`src/rtl/riscv_pkg.sv`:
```
// Shared RV32 definitions: opcode constants, the canonical NOP and the fetch-stage state type.
// Also imported by the multicycle controller so both stages decode opcodes the same way.
package riscv_pkg;

  localparam logic [6:0] OP_R      = 7'b0110011;
  localparam logic [6:0] OP_IMM    = 7'b0010011;
  localparam logic [6:0] OP_LOAD   = 7'b0000011;
  localparam logic [6:0] OP_STORE  = 7'b0100011;
  localparam logic [6:0] OP_BRANCH = 7'b1100011;
  localparam logic [6:0] OP_JALR   = 7'b1100111;
  localparam logic [6:0] OP_LUI    = 7'b0110111;
  localparam logic [6:0] OP_AUIPC  = 7'b0010111;
  localparam logic [6:0] OP_JAL    = 7'b1101111;

  localparam logic [31:0] NOP_INSTR = 32'h0000_0013;

  typedef enum logic [1:0] {
    F_IDLE,
    F_REQ,
    F_WAIT,
    F_HOLD
  } fetch_state_t;

endpackage

```
`src/rtl/instr_fetch_unit_if.sv`:
```
// Instruction-memory read bus between the fetch unit (master) and the memory (slave).
interface instr_fetch_unit_if #(
  parameter int ADDR_W = 32
) ();

  logic              mem_rd;
  logic [ADDR_W-1:0] mem_addr;
  logic [31:0]       mem_rdata;
  logic              mem_rvalid;

  modport master (output mem_rd, mem_addr, input mem_rdata, mem_rvalid);
  modport slave  (input mem_rd, mem_addr, output mem_rdata, mem_rvalid);

endinterface

```
`src/rtl/instr_fetch_unit_imm_gen.sv`:
```
// Immediate generator: picks the RV32 immediate format from the opcode and sign-extends it.
module imm_gen
  import riscv_pkg::*;
(
  input  logic [31:0] ir,
  output logic [31:0] imm
);

  always_comb begin
    imm = '0;
    case (ir[6:0])
      OP_IMM, OP_LOAD, OP_JALR: imm = {{20{ir[31]}}, ir[31:20]};
      OP_STORE:                 imm = {{20{ir[31]}}, ir[31:25], ir[11:7]};
      OP_BRANCH:                imm = {{19{ir[31]}}, ir[31], ir[7], ir[30:25], ir[11:8], 1'b0};
      OP_LUI, OP_AUIPC:         imm = {ir[31:12], 12'b0};
      OP_JAL:                   imm = {{11{ir[31]}}, ir[31], ir[19:12], ir[20], ir[30:21], 1'b0};
      default:                  imm = '0;
    endcase
  end

endmodule

```
`src/rtl/instr_fetch_unit.sv`:
```
// Fetch stage: owns the PC, reads one word per fetch_go and holds it in IR until instr_ack.
// Define FETCH_TIMEOUT_EN to abandon a fetch after TIMEOUT_CYC wait cycles and flag fetch_err.
module instr_fetch_unit #(
  parameter int                ADDR_W      = 32,
  parameter logic [ADDR_W-1:0] RESET_PC    = '0,
  parameter logic [31:0]       NOP_INSTR   = riscv_pkg::NOP_INSTR,
  parameter int                TIMEOUT_CYC = 16
) (
  input  logic                clk,
  input  logic                rst,
  input  logic                fetch_go,
  input  logic                instr_ack,
  input  logic                pc_load,
  input  logic [ADDR_W-1:0]   pc_load_val,
  instr_fetch_unit_if.master  mem,
  output logic                instr_valid,
  output logic [31:0]         ir,
  output logic [ADDR_W-1:0]   pc,
  output logic [ADDR_W-1:0]   pc_ir,
  output logic [6:0]          opcode,
  output logic [4:0]          rd,
  output logic [4:0]          rs1,
  output logic [4:0]          rs2,
  output logic [2:0]          funct3,
  output logic [6:0]          funct7,
  output logic [31:0]         imm,
  output logic                fetch_err
);

  import riscv_pkg::*;

  fetch_state_t state, state_next;
  logic capture, pc_take, timeout, timeout_hit;

  always_ff @(posedge clk) begin
    if (rst) begin
      state <= F_IDLE;
      pc    <= RESET_PC;
      pc_ir <= RESET_PC;
      ir    <= NOP_INSTR;
    end else begin
      state <= state_next;
      if (capture) begin
        ir    <= mem.mem_rdata;
        pc_ir <= pc;
        pc    <= pc + ADDR_W'(4);
      end else if (pc_take) begin
        pc <= pc_load_val & ~ADDR_W'(3);
      end
      if (timeout) ir <= NOP_INSTR;
    end
  end

  always_comb begin
    state_next = state;
    capture    = 1'b0;
    pc_take    = 1'b0;
    timeout    = 1'b0;
    case (state)
      F_IDLE: begin
        pc_take = pc_load;
        if (fetch_go) state_next = F_REQ;
      end
      F_REQ: state_next = F_WAIT;
      F_WAIT: begin
        if (mem.mem_rvalid) begin
          capture    = 1'b1;
          state_next = F_HOLD;
        end else if (timeout_hit) begin
          timeout    = 1'b1;
          state_next = F_HOLD;
        end
      end
      F_HOLD: begin
        pc_take = pc_load;
        if (instr_ack) state_next = fetch_go ? F_REQ : F_IDLE;
      end
      default: state_next = F_IDLE;
    endcase
  end

`ifdef FETCH_TIMEOUT_EN
  localparam int CNT_W = $clog2(TIMEOUT_CYC + 1);
  logic [CNT_W-1:0] wait_cnt;

  // wait_cnt equals the number of completed F_WAIT cycles, so the match fires in the last allowed one.
  assign timeout_hit = (wait_cnt == CNT_W'(TIMEOUT_CYC - 1));

  always_ff @(posedge clk) begin
    if (rst || state != F_WAIT) wait_cnt <= '0;
    else if (!mem.mem_rvalid)   wait_cnt <= wait_cnt + 1'b1;
  end

  always_ff @(posedge clk) begin
    if (rst)                              fetch_err <= 1'b0;
    else if (timeout)                     fetch_err <= 1'b1;
    else if (state == F_HOLD && instr_ack) fetch_err <= 1'b0;
  end
`else
  assign timeout_hit = 1'b0;
  assign fetch_err   = 1'b0;
`endif

  assign mem.mem_rd   = (state == F_REQ);
  assign mem.mem_addr = pc;
  assign instr_valid  = (state == F_HOLD);

  assign opcode = ir[6:0];
  assign rd     = ir[11:7];
  assign funct3 = ir[14:12];
  assign rs1    = ir[19:15];
  assign rs2    = ir[24:20];
  assign funct7 = ir[31:25];

  imm_gen u_imm_gen (
    .ir  (ir),
    .imm (imm)
  );

endmodule

```
`src/flat_wrapper.sv`:
```
// flat-port wrapper written by rule: the top's interface ports become plain ports
module instr_fetch_unit_flat import riscv_pkg::*;
#(
  parameter int                ADDR_W      = 32,
  parameter logic [ADDR_W-1:0] RESET_PC    = '0,
  parameter logic [31:0]       NOP_INSTR   = riscv_pkg::NOP_INSTR,
  parameter int                TIMEOUT_CYC = 16
)
  (clk, rst, fetch_go, instr_ack, pc_load, pc_load_val, instr_valid, ir, pc, pc_ir, opcode, rd, rs1, rs2, funct3, funct7, imm, fetch_err, mem_mem_rd, mem_mem_addr, mem_mem_rdata, mem_mem_rvalid);
  instr_fetch_unit_if #(.ADDR_W(ADDR_W)) mem_i ();
  input  logic clk;
  input  logic rst;
  input  logic fetch_go;
  input  logic instr_ack;
  input  logic pc_load;
  input  logic [ADDR_W-1:0] pc_load_val;
  output logic instr_valid;
  output logic [31:0] ir;
  output logic [ADDR_W-1:0] pc;
  output logic [ADDR_W-1:0] pc_ir;
  output logic [6:0] opcode;
  output logic [4:0] rd;
  output logic [4:0] rs1;
  output logic [4:0] rs2;
  output logic [2:0] funct3;
  output logic [6:0] funct7;
  output logic [31:0] imm;
  output logic fetch_err;
  output wire logic [$bits(mem_i.mem_rd)-1:0] mem_mem_rd;
  output wire logic [$bits(mem_i.mem_addr)-1:0] mem_mem_addr;
  input wire logic [$bits(mem_i.mem_rdata)-1:0] mem_mem_rdata;
  input wire logic [$bits(mem_i.mem_rvalid)-1:0] mem_mem_rvalid;
  assign mem_mem_rd = mem_i.mem_rd;
  assign mem_mem_addr = mem_i.mem_addr;
  assign mem_i.mem_rdata = mem_mem_rdata;
  assign mem_i.mem_rvalid = mem_mem_rvalid;
  instr_fetch_unit #(.ADDR_W(ADDR_W), .RESET_PC(RESET_PC), .NOP_INSTR(NOP_INSTR), .TIMEOUT_CYC(TIMEOUT_CYC)) u_core (.clk(clk), .rst(rst), .fetch_go(fetch_go), .instr_ack(instr_ack), .pc_load(pc_load), .pc_load_val(pc_load_val), .mem(mem_i), .instr_valid(instr_valid), .ir(ir), .pc(pc), .pc_ir(pc_ir), .opcode(opcode), .rd(rd), .rs1(rs1), .rs2(rs2), .funct3(funct3), .funct7(funct7), .imm(imm), .fetch_err(fetch_err));
endmodule
```
`config.mk`:
```
export PLATFORM = sky130hd
export DESIGN_NAME = instr_fetch_unit_flat
export DESIGN_NICKNAME = d
export VERILOG_FILES = /design/src/rtl/riscv_pkg.sv /design/src/rtl/instr_fetch_unit_if.sv /design/src/rtl/instr_fetch_unit_imm_gen.sv /design/src/rtl/instr_fetch_unit.sv /design/src/flat_wrapper.sv
export SDC_FILE = /design/constraint.sdc
export NUM_CORES = 1
export LEC_CHECK = 0
export BUFFER_PORTS_ARGS = -buffer_cell sky130_fd_sc_hd__buf_2
export CAP_MARGIN = 15
export CORE_UTILIZATION = 49
export DETAILED_ROUTE_END_ITERATION = 10
export GPL_TIMING_DRIVEN = 0
export PLACE_DENSITY = 0.86
export SKIP_LAST_GASP = 1
export SLEW_MARGIN = 20
export SYNTH_ARGS = -nofsm -noshare
export SYNTH_HDL_FRONTEND = slang
export SYNTH_SLANG_ARGS = --single-unit
```
`constraint.sdc`:
```
create_clock -name clk -period 3.7 [get_ports clk]
set_input_delay 0.37 -clock clk [delete_from_list [all_inputs] [get_ports clk]]
set_output_delay 0.37 -clock clk [all_outputs]
set_load 0.03 [all_outputs]
```
---- Word-level counts from Yosys, hierarchy flattened ----
Cells that the tools add are included.
word-level totals
  register bits ........................... 98
  input bits .............................. 70
  output and inout port bits .............. 195
  logic and storage cells ................. 36
cells by class
  add/sub/neg operators ................... 1
  equal/unequal tests ..................... 14
  mux-type cells .......................... 11
  reductions and logical operators ........ 6
operators with widths
  kind                                           number
  one-hot mux 32 bit (5 select lines)            1
  two-way mux 32 bit                             2
  adder 32 x 3 -> 32 bit, second input constant  1
  == test 7 bit, second input constant           3
  == test 7 x 5 -> 1 bit, second input constant  2
  == test 7 x 6 -> 1 bit, second input constant  2
  one-hot mux 2 bit (4 select lines)             1
  == test 7 x 2 -> 1 bit, second input constant  1
  two-way mux 2 bit                              3
  != test 2 bit, second input constant           3
  == test 2 bit, second input constant           2
  two-way mux 1 bit                              4
  OR reduction 2 bit                             2
  AND reduction 3 bit                            1
  OR reduction 3 bit                             1
  == test 2 x 1 -> 1 bit, second input constant  1
  zero test 2 bit                                1
  nonzero test 2 bit                             1

---- Logic depth before layout (Yosys ltp) ----
  depth in word-level cells ............... 5
  gate-level depth with buffers ........... 9
  mapped depth without buffers ............ 6

---- Hierarchy ----
From an unflattened synthesis, not the netlist that was laid out.
second synthesis, totals
  cells, all modules ...................... 672
  area total of the unflattened synthesis .. 5191.2 um2
modules (own cells, without submodules)
  module            instances  cells each  area each (um2)  seq. area each (um2)
  instr_fetch_unit  1          593         4644.5           1881.8
  imm_gen           1          79          546.8            0.0

---- Worst setup path after synthesis ----
No wires, ideal clock.
  path kind ............................... reg2out
  start ................................... register u_core.ir[2]
  end ..................................... output port imm[20]
  arrival time ............................ 2.013 ns
  required time ........................... 3.330 ns
  setup slack ............................. 1.317 ns
  stages on the path, launching flop included .. 7
  buffers on the path ..................... 2
  path through ............................ dfxtp_1 > clkbuf_1 > inv_1 > o32a_1 > a21boi_0 > clkbuf_1 > a21o_1
between the ends
  cells in the longest elaborated chain, start to end .. 3
  elaborated cells on any way between the ends .. 11
  classes of those cells .................. 8 x eq/ne; 1 x mux; 2 x reduce/logical
ends and longest elaborated chain
  element                                                          RTL line                        text
  start: declaration                                               instr_fetch_unit.sv:17          output logic [31:0] ir,
  start signal: assignment                                         instr_fetch_unit.sv:44          ir <= mem.mem_rdata;
  == test 7 x 5 -> 1 bit (tied with other cells)                   instr_fetch_unit_imm_gen.sv:11  case (ir[6:0])
  OR reduction 3 bit / OR reduction 2 bit (equally long branches)  instr_fetch_unit_imm_gen.sv:11
  one-hot mux 32 bit (5 select lines) (*)                          instr_fetch_unit_imm_gen.sv:11
  end: declaration                                                 flat_wrapper.sv:27              output logic [31:0] imm;
Every way passes the cells marked *; elsewhere a longest branch is shown, timed or not.

---- Worst setup path in the final report ----
  start ................................... register u_core.ir[2]
  end ..................................... output port imm[26]
The elaborated chain is that of the path after synthesis.

==> flow_summary.html <==
<table>
<tr><th>Metric</th><th>Value</th></tr>
<tr><th colspan="2">Run status</th></tr>
<tr><td>Status</td><td>finished clean</td></tr>
<tr><th colspan="2">Cells and area</th></tr>
<tr><td>Total inserted antenna cells</td><td>0</td></tr>
<tr><td>Share of final-layout standard cells stronger than drive strength 1</td><td>0.370</td></tr>
<tr><td>Cell Count, Final, Fillers Out</td><td>1079</td></tr>
<tr><td>Multi-input gate area in the final layout</td><td>0.00251 mm²</td></tr>
<tr><td>Number of filler instances in the final layout</td><td>895</td></tr>
<tr><td>Sequential cell area in the final layout</td><td>0.00188 mm²</td></tr>
<tr><td>P&amp;R area growth vs syn</td><td>32.6%</td></tr>
<tr><td>NumNets Final</td><td>1017</td></tr>
<tr><th colspan="2">Global route</th></tr>
<tr><td>Total global-route track usage</td><td>0.297</td></tr>
<tr><td>Largest net degree at the start of global routing</td><td>17</td></tr>
<tr><td>Wire length of the first global-routing pass</td><td>26200 µm</td></tr>
<tr><td>Via count of the first global-routing pass</td><td>5155</td></tr>
<tr><td>Number of antenna violations at the first check in global routing</td><td>0</td></tr>
<tr><td>Remaining global-route overflow</td><td>0</td></tr>
<tr><th colspan="2">Drt</th></tr>
<tr><td>Initial DRC Count</td><td>366</td></tr>
<tr><td>DRC Markers</td><td>0</td></tr>
<tr><td>Via count of the routed design</td><td>5788</td></tr>
<tr><td>Final ANT Viol Nets</td><td>0</td></tr>
<tr><td>Final routed wire length divided by cell count</td><td>15.5 µm</td></tr>
<tr><td>Total routed wirelength</td><td>16700 µm</td></tr>
<tr><td>First drt pass iteration count</td><td>6</td></tr>
<tr><td>Routed via count divided by cell count</td><td>5.36</td></tr>
<tr><th colspan="2">Worst hold path</th></tr>
<tr><td>Hold_sp</td><td>mem_mem_rdata[1]</td></tr>
<tr><td>Class of the tightest hold or removal check</td><td>input pin to flop</td></tr>
<tr><th colspan="2">Synthesis</th></tr>
<tr><td>Fraction of the yosys area taken by sequential cells</td><td>0.370</td></tr>
<tr><td>Most frequently used flop master after synthesis</td><td>dfxtp_1</td></tr>
<tr><td>Number of flops mapped to enable cells by yosys</td><td>0</td></tr>
<tr><td>Post-synthesis sequential element count</td><td>94</td></tr>
<tr><td>Syn Inst Count</td><td>670</td></tr>
<tr><td>Fraction of synthesis flops using an asynchronous set or reset pin</td><td>0</td></tr>
<tr><td>Distinct cell type count of the synthesized netlist</td><td>57</td></tr>
<tr><td>Average cell area after synthesis</td><td>7.59 µm²</td></tr>
<tr><td>Combined area of all synthesized cells</td><td>0.00509 mm²</td></tr>
<tr><td>Yosys warns</td><td>0</td></tr>
<tr><th colspan="2">Worst setup path</th></tr>
<tr><td>Maximum fanout along the worst path</td><td>10</td></tr>
<tr><td>Worst setup path startpoint</td><td>u_core.ir[2]$_SDFFE_PP0P_</td></tr>
<tr><td>Reg2Reg Launch Point</td><td>u_core.state[0]$_SDFFE_PP0P_</td></tr>
<tr><td>Worst-path cell with the longest stage delay</td><td>nor4b_1</td></tr>
<tr><td>Endpoint required time on the critical path</td><td>3330 ps</td></tr>
<tr><td>Critical Setup Path Class</td><td>flop to output pin</td></tr>
<tr><td>Nature of the critical path endpoint</td><td>output pin</td></tr>
<tr><td>Worst setup SP type</td><td>flop</td></tr>
<tr><td>Critical path, cell by cell</td><td>clkbuf_1 -&gt; inv_1 -&gt; nor4b_1 -&gt; clkbuf_1 -&gt; a21o_1 -&gt; buf_2</td></tr>
<tr><td>CP most frequent cell</td><td>clkbuf_1</td></tr>
<tr><td>Worst Path Arrival</td><td>2670 ps</td></tr>
<tr><td>Delay of the slowest cell on the worst path</td><td>700 ps</td></tr>
<tr><th colspan="2">Timing</th></tr>
<tr><td>Final setup violation count</td><td>0</td></tr>
<tr><td>Share of the cycle needed by the critical path after routing</td><td>0.821</td></tr>
<tr><td>Skew final</td><td>10.7 ps</td></tr>
<tr><td>Total Neg Setup Slack</td><td>0 ps</td></tr>
<tr><td>Min Clock Period, post-route</td><td>3040 ps</td></tr>
<tr><td>Pin slew with the least headroom to its limit</td><td>1040 ps</td></tr>
<tr><td>Headroom to the max-slew limit</td><td>0.304</td></tr>
<tr><td>Peak clock frequency supported by timing</td><td>0.329 GHz</td></tr>
<tr><td>Max Slew Vio Count</td><td>0</td></tr>
<tr><td>Unrepaired setup endpoints after global routing</td><td>false</td></tr>
<tr><td>Total count of hold-check failures in the final report</td><td>0</td></tr>
<tr><th colspan="2">Place</th></tr>
<tr><td>Number of placed instances with taps included</td><td>1063</td></tr>
<tr><td>IO buf count</td><td>254</td></tr>
<tr><td>Routability cong.</td><td>0.895</td></tr>
<tr><td>Total half-perimeter wirelength after legalization and detailed placement</td><td>12600 µm</td></tr>
<tr><th colspan="2">CTS</th></tr>
<tr><td>Post-CTS sizing</td><td>0</td></tr>
<tr><td>Count of hold-fix buffers inserted at cts</td><td>0</td></tr>
<tr><td>CTS Buf Count</td><td>9</td></tr>
<tr><td>Maximum buffer depth of the clock tree</td><td>2</td></tr>
<tr><td>Clock slew at reported path FFs</td><td>90 ps</td></tr>
<tr><td>CTS tree</td><td>yes</td></tr>
<tr><td>TritonCTS Sinks</td><td>94</td></tr>
<tr><td>Root Buffer</td><td>clkbuf_8</td></tr>
<tr><td>Clk_lat worst skew</td><td>360 ps</td></tr>
<tr><td>Post-CTS Setup Inserts</td><td>0</td></tr>
<tr><td># H-tree levels</td><td>3</td></tr>
<tr><th colspan="2">Floorplan</th></tr>
<tr><td>Total Die Area</td><td>0.0108 mm²</td></tr>
<tr><td>Ports</td><td>265</td></tr>
<tr><td>Number of placement rows</td><td>36</td></tr>
<tr><td>Die Y-Extent</td><td>104 µm</td></tr>
<tr><td>Core region area</td><td>0.00991 mm²</td></tr>
<tr><td>Die boundary width</td><td>104 µm</td></tr>
<tr><td>Initial core utilization</td><td>0.514</td></tr>
<tr><th colspan="2">Power and ir drop</th></tr>
<tr><td>Worst-case vdd ir drop</td><td>0.349 mV</td></tr>
<tr><td>Lkg Pwr</td><td>3.41 nW</td></tr>
<tr><td>Power per cell area</td><td>638 mW/mm²</td></tr>
<tr><th colspan="2">Flow run</th></tr>
<tr><td># Max-Cap Violations</td><td>0</td></tr>
</table>
==> power breakdown <==
| part | internal [W] | total [W] | switching [W] | leakage, nW |
|---|---|---|---|---|
| sequential | 0.00118 | 0.00146 | 0.000280 | 0.764 |
| combinational | 0.000721 | 0.00215 | 0.00143 | 2.56 |
| clock | 0.000317 | 0.000702 | 0.000385 | 0.0891 |
| total | 0.00221 | 0.00431 | 0.00209 | 3.41 |
==> metrics by stage <==
stage,instance area [µm²],worst slack [ps],utilization,hold WS (ps),total power (W)
floorplan,5110,1320,-,494,0.00296
global placement,6550,1110,0.661,439,0.00358
detailed placement,6550,1110,0.661,445,0.00360
CTS,6750,707,0.681,216,0.00430
global route,6750,469,0.681,231,0.00453
finish,6750,663,0.681,224,0.00431
==> worst max-delay path, delay by kind of cell, from the launching register on <==
family	cells	cell delay, ps
simple gates	1	700
buf+inv	4	1060
compound gates	1	180
flops	1	370
==> sequential cells by signal (all words and copies together) (netlist names) <==
name,count
u_core.pc_ir,30
u_core.state,2
u_core.mem.mem_addr,30
u_core.ir,32
==> cell type report <==
cell class | instances | area share
Buffer | 112 | 0.102
Clock buffer | 10 | 0.0189
Clock inverter | 6 | 0.0104
Inverter | 10 | 0.00556
Multi-Input combinational cell | 460 | 0.371
Sequential cell | 94 | 0.279
Tap cell | 133 | 0.0247
Timing Repair Buffer | 254 | 0.188
==> synthesized netlist by cell type (4+ instances only) <==
library cell,instances,share of area
a211oi_1,4,0.0059
a21o_1,19,0.028
a21oi_1,69,0.068
a22o_1,5,0.0086
a22oi_1,4,0.0059
a311oi_1,5,0.0086
a31oi_1,14,0.017
and2_1,9,0.011
and3_1,13,0.016
buf_1,5,0.0037
buf_4,70,0.10
clkbuf_1,35,0.026
dfxtp_1,94,0.37
ha_1,6,0.015
inv_1,10,0.0074
nand2_1,162,0.12
nand3_1,15,0.015
nand4_1,12,0.015
nor2_1,21,0.015
nor4_1,7,0.0086
o211ai_1,4,0.0059
o21ai_0,11,0.011
o31ai_1,5,0.0074
or3_1,6,0.0074
or4_1,10,0.015
==> layout by cell type (no fill, tap or decap), types with 3 or more instances in the layout <==
cell | netlist | layout
a211oi_1 | 4 | 4
a21boi_0 | 3 | 3
a21o_1 | 19 | 19
a21oi_1 | 69 | 69
a22o_1 | 5 | 5
a22oi_1 | 4 | 4
a311oi_1 | 5 | 5
a31oi_1 | 14 | 14
and2_1 | 9 | 9
and3_1 | 13 | 13
buf_1 | 5 | 5
buf_2 | 2 | 256
buf_4 | 70 | 70
clkbuf_1 | 35 | 36
clkbuf_8 | 0 | 9
clkinvlp_4 | 0 | 3
conb_1 | 1 | 7
dfxtp_1 | 94 | 94
ha_1 | 6 | 6
inv_1 | 10 | 10
mux2i_1 | 3 | 3
nand2_1 | 162 | 162
nand2b_1 | 3 | 3
nand3_1 | 15 | 15
nand3b_1 | 3 | 3
nand4_1 | 12 | 12
nor2_1 | 21 | 21
nor3_1 | 3 | 3
nor4_1 | 7 | 7
o211ai_1 | 4 | 4
o21ai_0 | 11 | 11
o21bai_1 | 3 | 3
o31ai_1 | 5 | 5
or3_1 | 6 | 6
or4_1 | 10 | 10
==> path summary, 6_finish.rpt <==
| check | endpoint | slack, ps | cells after the start |
|---|---|---|---|
| worst min register to register | u_core.pc_ir[24]$_SDFFE_PP0P_ | 460 | 2 |
| worst max register to register | u_core.mem.mem_addr[11]$_SDFFE_PP0P_ | 1020 | 9 |
| worst min-delay path | u_core.ir[1]$_SDFFE_PP1P_ | 220 | 3 |
| worst max-delay path | imm[26] | 660 | 6 |
==> metal layers <==
layer	vias to the layer above	track usage	routed length, µm
li1	2806	-	-
met1	2635	0.360	6740
met2	304	0.511	8130
met3	43	0.0489	1320
met4	0	0.145	507
met5	-	0	0
==> cells by family after synthesis <==
group                      count (synthesis)  synth area share
DFF                                       94             0.370
other                                      1          0.000737
AOI/OAI and AO/OA                        166             0.209
adders and majority gates                  6            0.0148
and+or+nand+nor                          276             0.253
buffers and inverters                    122             0.142
muxes                                      5            0.0103
No activity file was read; power rests on OpenSTA's default activity.
